==> config.mk <==
export PLATFORM = sky130hd
export DESIGN_NAME = icache_lookup_pe
export DESIGN_NICKNAME = d
export VERILOG_FILES = /design/src/rtl/icache_lookup_pe.sv
export SDC_FILE = /design/constraint.sdc
export NUM_CORES = 1
export LEC_CHECK = 0
export ABC_AREA = 1
export CORE_AREA = 2 2 256 258
export CTS_CLUSTER_DIAMETER = 50
export CTS_CLUSTER_SIZE = 12
export DETAILED_ROUTE_END_ITERATION = 12
export DIE_AREA = 0 0 258 260
export GPL_TIMING_DRIVEN = 0
export SYNTH_ARGS = -nofsm -noshare
export SYNTH_HDL_FRONTEND = slang
export SYNTH_SLANG_ARGS = --single-unit
==> constraint.sdc <==
create_clock -name i_clk -period 2.7 [get_ports i_clk]
set_input_delay 0.405 -clock i_clk [delete_from_list [all_inputs] [get_ports i_clk]]
set_output_delay 0.405 -clock i_clk [all_outputs]
set_load 0.01 [all_outputs]
==> src/rtl/icache_lookup_pe.sv <==
// -----------------------------------------------------------------------------
// icache_lookup_pe
//
// Per-PE instruction-cache lookup stage. Accepts fetch requests from one PE
// core, reads the N-way tag/data arrays (1-cycle read latency), and returns the
// addressed 32-bit instruction on a hit. On a miss it pulses a miss request
// with the fetch address and a one-hot victim way. It then waits for the
// shared updater's response and replays the lookup.
//
// Build option:
//   ICACHE_INVALID_FIRST_EN - when defined, a miss picks the lowest-numbered
//                             invalid way of the set, if any, and leaves the
//                             round-robin pointer untouched. When undefined,
//                             the victim is always the round-robin pointer.
//
// Ports:
//   i_clk, i_rst_n   clock, asynchronous active-low reset
//   i_req, i_addr    fetch request / address from the core
//   o_gnt            request accepted this cycle (combinational)
//   o_rvalid,o_rdata instruction return (one-cycle pulse, data held)
//   o_tag_rden       tag/data array read enable (combinational)
//   o_tag_addr       array set index (combinational)
//   i_tag_rdata      N_WAY tag entries {valid, tag}, 1 cycle after read
//   i_data_rdata     N_WAY cache lines, 1 cycle after read
//   o_cache_miss     miss request, one-cycle pulse
//   o_addr_miss      missing fetch address, held until the next miss
//   o_vic_miss       one-hot victim way, held until the next miss
//   i_resp_miss      refill-complete pulse from the updater
// -----------------------------------------------------------------------------
`timescale 1ns/1ps

module icache_lookup_pe #(
    parameter int ADDR_WIDTH = 6,
    parameter int TAG_WIDTH  = 8,
    parameter int DATA_WIDTH = 128,
    parameter int N_WAY      = 4
) (
    input  logic                          i_clk,
    input  logic                          i_rst_n,
    input  logic                          i_req,
    input  logic [31:0]                   i_addr,
    output logic                          o_gnt,
    output logic                          o_rvalid,
    output logic [31:0]                   o_rdata,
    output logic                          o_tag_rden,
    output logic [ADDR_WIDTH-1:0]         o_tag_addr,
    input  logic [N_WAY*TAG_WIDTH-1:0]    i_tag_rdata,
    input  logic [N_WAY*DATA_WIDTH-1:0]   i_data_rdata,
    output logic                          o_cache_miss,
    output logic [31:0]                   o_addr_miss,
    output logic [N_WAY-1:0]              o_vic_miss,
    input  logic                          i_resp_miss
);

    localparam int TAG_LSB  = 2 + ADDR_WIDTH;
    localparam int TAG_BITS = TAG_WIDTH - 1;
    localparam int N_WORDS  = DATA_WIDTH / 32;
    localparam logic [N_WAY-1:0] VIC_RESET = N_WAY'(1);

    typedef enum logic [2:0] {
        ST_IDLE,
        ST_LOOKUP,
        ST_MISS,
        ST_WAIT_RESP,
        ST_REPLAY
    } state_t;

    state_t            r_state;
    logic [31:0]       r_addr;
    logic [N_WAY-1:0]  r_vic_ptr;

    logic [N_WAY-1:0]      w_hit_vec;
    logic                  w_hit;
    logic [DATA_WIDTH-1:0] w_line;
    logic [31:0]           w_word;
    logic [N_WAY-1:0]      w_victim;
    logic                  w_ptr_adv;
    logic                  w_gnt;

    // Tag compare and hit-way data select.
    // NOTE: every signal assigned in always_comb gets a default first, so no
    // path through the block leaves it unassigned and no latch is inferred.
    always_comb begin
        w_hit_vec = '0;
        w_line    = '0;
        w_word    = '0;
        for (int k = 0; k < N_WAY; k++) begin
            w_hit_vec[k] = i_tag_rdata[k*TAG_WIDTH + TAG_WIDTH-1]
                         & (i_tag_rdata[k*TAG_WIDTH +: TAG_BITS] == r_addr[TAG_LSB +: TAG_BITS]);
        end
        // Descending scan: the lowest-numbered hitting way is written last and
        // wins if more than one way (illegally) hits.
        for (int k = N_WAY-1; k >= 0; k--) begin
            if (w_hit_vec[k]) begin
                w_line = i_data_rdata[k*DATA_WIDTH +: DATA_WIDTH];
            end
        end
        for (int j = 0; j < N_WORDS; j++) begin
            if (r_addr[3:2] == 2'(j)) begin
                w_word = w_line[j*32 +: 32];
            end
        end
        w_hit = |w_hit_vec;
    end

    // Victim selection for the current lookup.
`ifdef ICACHE_INVALID_FIRST_EN
    logic [N_WAY-1:0] w_inv_onehot;
    logic             w_any_inv;

    always_comb begin
        w_inv_onehot = '0;
        w_any_inv    = 1'b0;
        for (int k = N_WAY-1; k >= 0; k--) begin
            if (!i_tag_rdata[k*TAG_WIDTH + TAG_WIDTH-1]) begin
                w_inv_onehot    = '0;
                w_inv_onehot[k] = 1'b1;
                w_any_inv       = 1'b1;
            end
        end
        w_victim  = w_any_inv ? w_inv_onehot : r_vic_ptr;
        w_ptr_adv = ~w_any_inv;
    end
`else
    always_comb begin
        w_victim  = r_vic_ptr;
        w_ptr_adv = 1'b1;
    end
`endif

    // Grant and array read port: a new request is taken from IDLE, or
    // pipelined behind a hitting lookup to sustain one fetch per cycle.
    always_comb begin
        w_gnt      = i_req & ((r_state == ST_IDLE) | ((r_state == ST_LOOKUP) & w_hit));
        o_gnt      = w_gnt;
        o_tag_rden = w_gnt | (r_state == ST_REPLAY);
        o_tag_addr = '0;
        if (w_gnt) begin
            o_tag_addr = i_addr[2 +: ADDR_WIDTH];
        end else if (r_state == ST_REPLAY) begin
            o_tag_addr = r_addr[2 +: ADDR_WIDTH];
        end
    end

    // Control FSM with registered outputs.
    // NOTE: state and registered outputs use non-blocking assignments so
    // every flop samples pre-edge values regardless of statement order.
    always_ff @(posedge i_clk or negedge i_rst_n) begin
        if (!i_rst_n) begin
            r_state      <= ST_IDLE;
            r_addr       <= '0;
            r_vic_ptr    <= VIC_RESET;
            o_rvalid     <= 1'b0;
            o_rdata      <= '0;
            o_cache_miss <= 1'b0;
            o_addr_miss  <= '0;
            o_vic_miss   <= VIC_RESET;
        end else begin
            o_rvalid     <= 1'b0;
            o_cache_miss <= 1'b0;
            unique case (r_state)
                ST_IDLE: begin
                    if (w_gnt) begin
                        r_addr  <= i_addr;
                        r_state <= ST_LOOKUP;
                    end
                end
                ST_LOOKUP: begin
                    if (w_hit) begin
                        o_rdata  <= w_word;
                        o_rvalid <= 1'b1;
                        if (w_gnt) begin
                            r_addr  <= i_addr;
                            r_state <= ST_LOOKUP;
                        end else begin
                            r_state <= ST_IDLE;
                        end
                    end else begin
                        // The miss request is registered on entry to MISS so
                        // the pulse, address and victim appear together while
                        // the FSM sits in MISS. Valid bits are only on the
                        // array bus now, so the victim is chosen here.
                        o_cache_miss <= 1'b1;
                        o_addr_miss  <= r_addr;
                        o_vic_miss   <= w_victim;
                        if (w_ptr_adv) begin
                            r_vic_ptr <= {r_vic_ptr[N_WAY-2:0], r_vic_ptr[N_WAY-1]};
                        end
                        r_state <= ST_MISS;
                    end
                end
                ST_MISS: begin
                    r_state <= ST_WAIT_RESP;
                end
                ST_WAIT_RESP: begin
                    // o_addr_miss / o_vic_miss hold here; the updater samples
                    // them more than once before responding.
                    if (i_resp_miss) begin
                        r_state <= ST_REPLAY;
                    end
                end
                ST_REPLAY: begin
                    r_state <= ST_LOOKUP;
                end
                default: begin
                    r_state <= ST_IDLE;
                end
            endcase
        end
    end

endmodule

==> results.json <==
{
  "run_status": "finished with violations",
  "failed_checks": "setup timing",
  "finalWirelength_mm": 78.83,
  "cp_slowest_cell": "dfrtp_2",
  "worst_setup_path_end_kind": "primary output",
  "clkSinkCount": 107,
  "path_class": "flip-flop to primary output",
  "fin_hold_ws_ns": 0.4505,
  "cp_slowest_stage_delay_ns": 0.44,
  "die_width_um": 258,
  "routed_via_density": 4.427,
  "hold_viol": 0,
  "tightest_slew_ns": 1.268,
  "ys_ff_latch": 107,
  "cts_buffer_depth": 2,
  "die_h_um": 260,
  "fin_crit_ns": 2.731,
  "ys_types": 30,
  "htreeDepth": 3,
  "track_usage": 0.2266,
  "clock_latency_ns": 0.41,
  "grt-ovfl-total": 0,
  "grt_pass1_wl_mm": 106.7,
  "worstPathArrival_ns": 2.33,
  "place_congestion": 0.9424,
  "dieArea_um2": 67080,
  "grt_pass1_vias": 14390,
  "initial_core_util": 0.1513,
  "io_pins": 658,
  "avgRoutedWirePerCell_um": 24.13,
  "p_total_mw": 11.21,
  "slew_headroom": 0.1545,
  "path_clk_slew_ns": 0.11,
  "dominantRegCellSynth": "dfrtp_1",
  "fin_nets": 2975,
  "setup_viol": 3,
  "synth.most_common_cell": "nor2_1",
  "fin_ws_ns": -0.03089,
  "grt_max_degree": 77,
  "drv_slew": 0,
  "synth_top_cell_area_share": 0.2708,
  "syn_nets": 2281,
  "io_buffers": 657,
  "hold_path_class": "input pin to async pin",
  "peakVddDrop_v": 0.0004253,
  "synthesis.area_um2": 9703,
  "synth_area_leaders": "dfrtp_1, nand3_1, nor2_1",
  "ys_async_sr_fraction": 1.000,
  "antenna_left": 0,
  "cts-root-buf": "clkbuf_16",
  "cts_tree": "built",
  "yosysSeqAreaShare": 0.2762,
  "yosys_warnings": 0,
  "yosys.area.top_type": "dfrtp_1",
  "regArea_um2": 2685,
  "drc": 0,
  "drive_above_1_share": 0.1196,
  "finalClockSkew_ns": 0.02670,
  "antenna_found_initial": 17,
  "clock.fmax_mhz": 366.2,
  "firstDrtPassIters": 8,
  "area_growth_pct": 92.96,
  "synth_common_cells": "nor2_1, nand2_1, nand3_1, dfrtp_1, buf_2",
  "power_density_nw_per_um2": 598.7,
  "p_leak_nw": 7.999,
  "synth-edff-count": 0,
  "cp_cell_sequence": "buf_12 > xor2_1 > nor2_1 > nand2_1 > nor2_4 > nor3_4 > nand2_4 > nand3_4 > inv_6 > buf_8 > nand2_2 > o21ai_1 > buf_2",
  "finalCritPeriodShare": 1.011,
  "grt_setup_unrepaired": "true",
  "num_rows": 93,
  "worstPathMaxFanout": 6,
  "cp.required_ns": 2.30,
  "avgSynthCellArea_um2": 5.704,
  "design.core.area_um2": 64120,
  "start_kind": "flip-flop",
  "cts_made_buffers": 9,
  "synth_cells": 1701,
  "cap_violations": 0,
  "multi_input_area_um2": 6646,
  "fill_cells": 7159,
  "vias": 14460,
  "drtIter0Drc": 1231,
  "hpwlAfterDp_mm": 65.10
}
[power by group]
| group | total [mW] | leakage (nW) | internal (mW) | switching (mW) |
|---|---|---|---|---|
| registers | 2.81 | 1.33 | 2.37 | 0.444 |
| logic | 6.84 | 6.51 | 2.99 | 3.85 |
| clock network | 1.56 | 0.159 | 0.760 | 0.803 |
| total | 11.2 | 8.00 | 6.11 | 5.10 |
[per-stage QoR]
stage / utilization / setup slack (ns) / TNS, ns / area (um2) / cells
6_report: 0.2920 / -0.03089 / -0.07210 / 18720 / 3267
5_1_grt: 0.2918 / -0.1825 / -1.195 / 18710 / 3262
4_1_cts: 0.2837 / -0.1375 / -0.6240 / 18190 / 3251
3_5_place_dp: 0.2710 / -1.330 / -69.29 / 17380 / 3214
3_3_place_gp: 0.2706 / -3.518 / -441.64 / 17350 / 3213
2_1_floorplan: - / 0.5224 / 0 / 9703 / 1701
[registers in the layout (all words and copies together) (netlist names)]
signal / count
r_addr: 32
o_cache_miss: 1
o_rdata: 32
o_addr_miss: 32
r_vic_ptr: 2
r_state: 3
o_rvalid: 1
o_vic_miss: 4
[metal layers]
layer / vias up / track usage / wire [um]
met5: - / 0 / 41
li1: 6896 / - / -
met1: 6726 / 0.2663 / 31370
met2: 737 / 0.3957 / 38120
met3: 98 / 0.06131 / 6776
met4: 6 / 0.07948 / 2523
[area by class of cell]
type | instances | area share
clock inverter | 7 | 0.005212
buffer | 127 | 0.04651
sequential | 107 | 0.1434
inverter | 67 | 0.01417
antenna | 12 | 0.001604
multi-input combinational | 1398 | 0.3550
clock buffer | 9 | 0.01203
timing repair buffer | 685 | 0.3649
tap | 855 | 0.05714
[timing repair]
item	in CTS	in global routing
gates resized for setup	148	147
pin swaps	13	28
endpoints found under the setup margin	51	40
hold endpoints to repair	29	0
setup buffers	22	5
gates cloned	0	0
hold buffers	1	0
[worst paths after layout]
path | start | end | slack (ns) | depth (start not counted)
setup / recovery | r_addr[10] | o_tag_addr[4] | -0.03 | 13
hold / removal | i_rst_n | r_addr[3] | 0.45 | 2
setup reg to reg | r_addr[10] | o_rdata[18] | 0.12 | 16
hold reg to reg | o_vic_miss[0] | o_vic_miss[0] | 0.47 | 2
max in group asynchronous | i_rst_n | r_addr[8] | 1.48 | 3
min in group i_clk | o_vic_miss[0] | o_vic_miss[0] | 0.47 | 2
[worst max-delay path, delay by kind of cell, from the launching register on]
kind            cells  cell delay [ns]
simple gates        7             0.79
compound gates      1             0.06
xor+xnor            1             0.14
buf+inv             4             0.47
flops               1             0.44
[layout by cell type (no fill, tap or decap), types with 41 or more instances in the layout]
cell type,n
buf_2,47
buf_4,41
clkdlybuf4s50_1,647
dfrtp_1,101
inv_1,54
nand2_1,393
nand3_1,343
nand3b_1,42
nor2_1,399
o21ai_0,66
[logic make-up (layout without fill, tap and decap cells)]
family	Yosys count	in the layout	synth area share
DFF	107	107	0.2762
other	0	12	0
AOI/OAI and AO/OA	95	95	0.04952
and+or+nand+nor	1295	1295	0.5773
buffers and inverters	196	895	0.08975
xor gates and xnor gates	8	8	0.007221
Note: power is estimated with default switching activity, not from simulation.
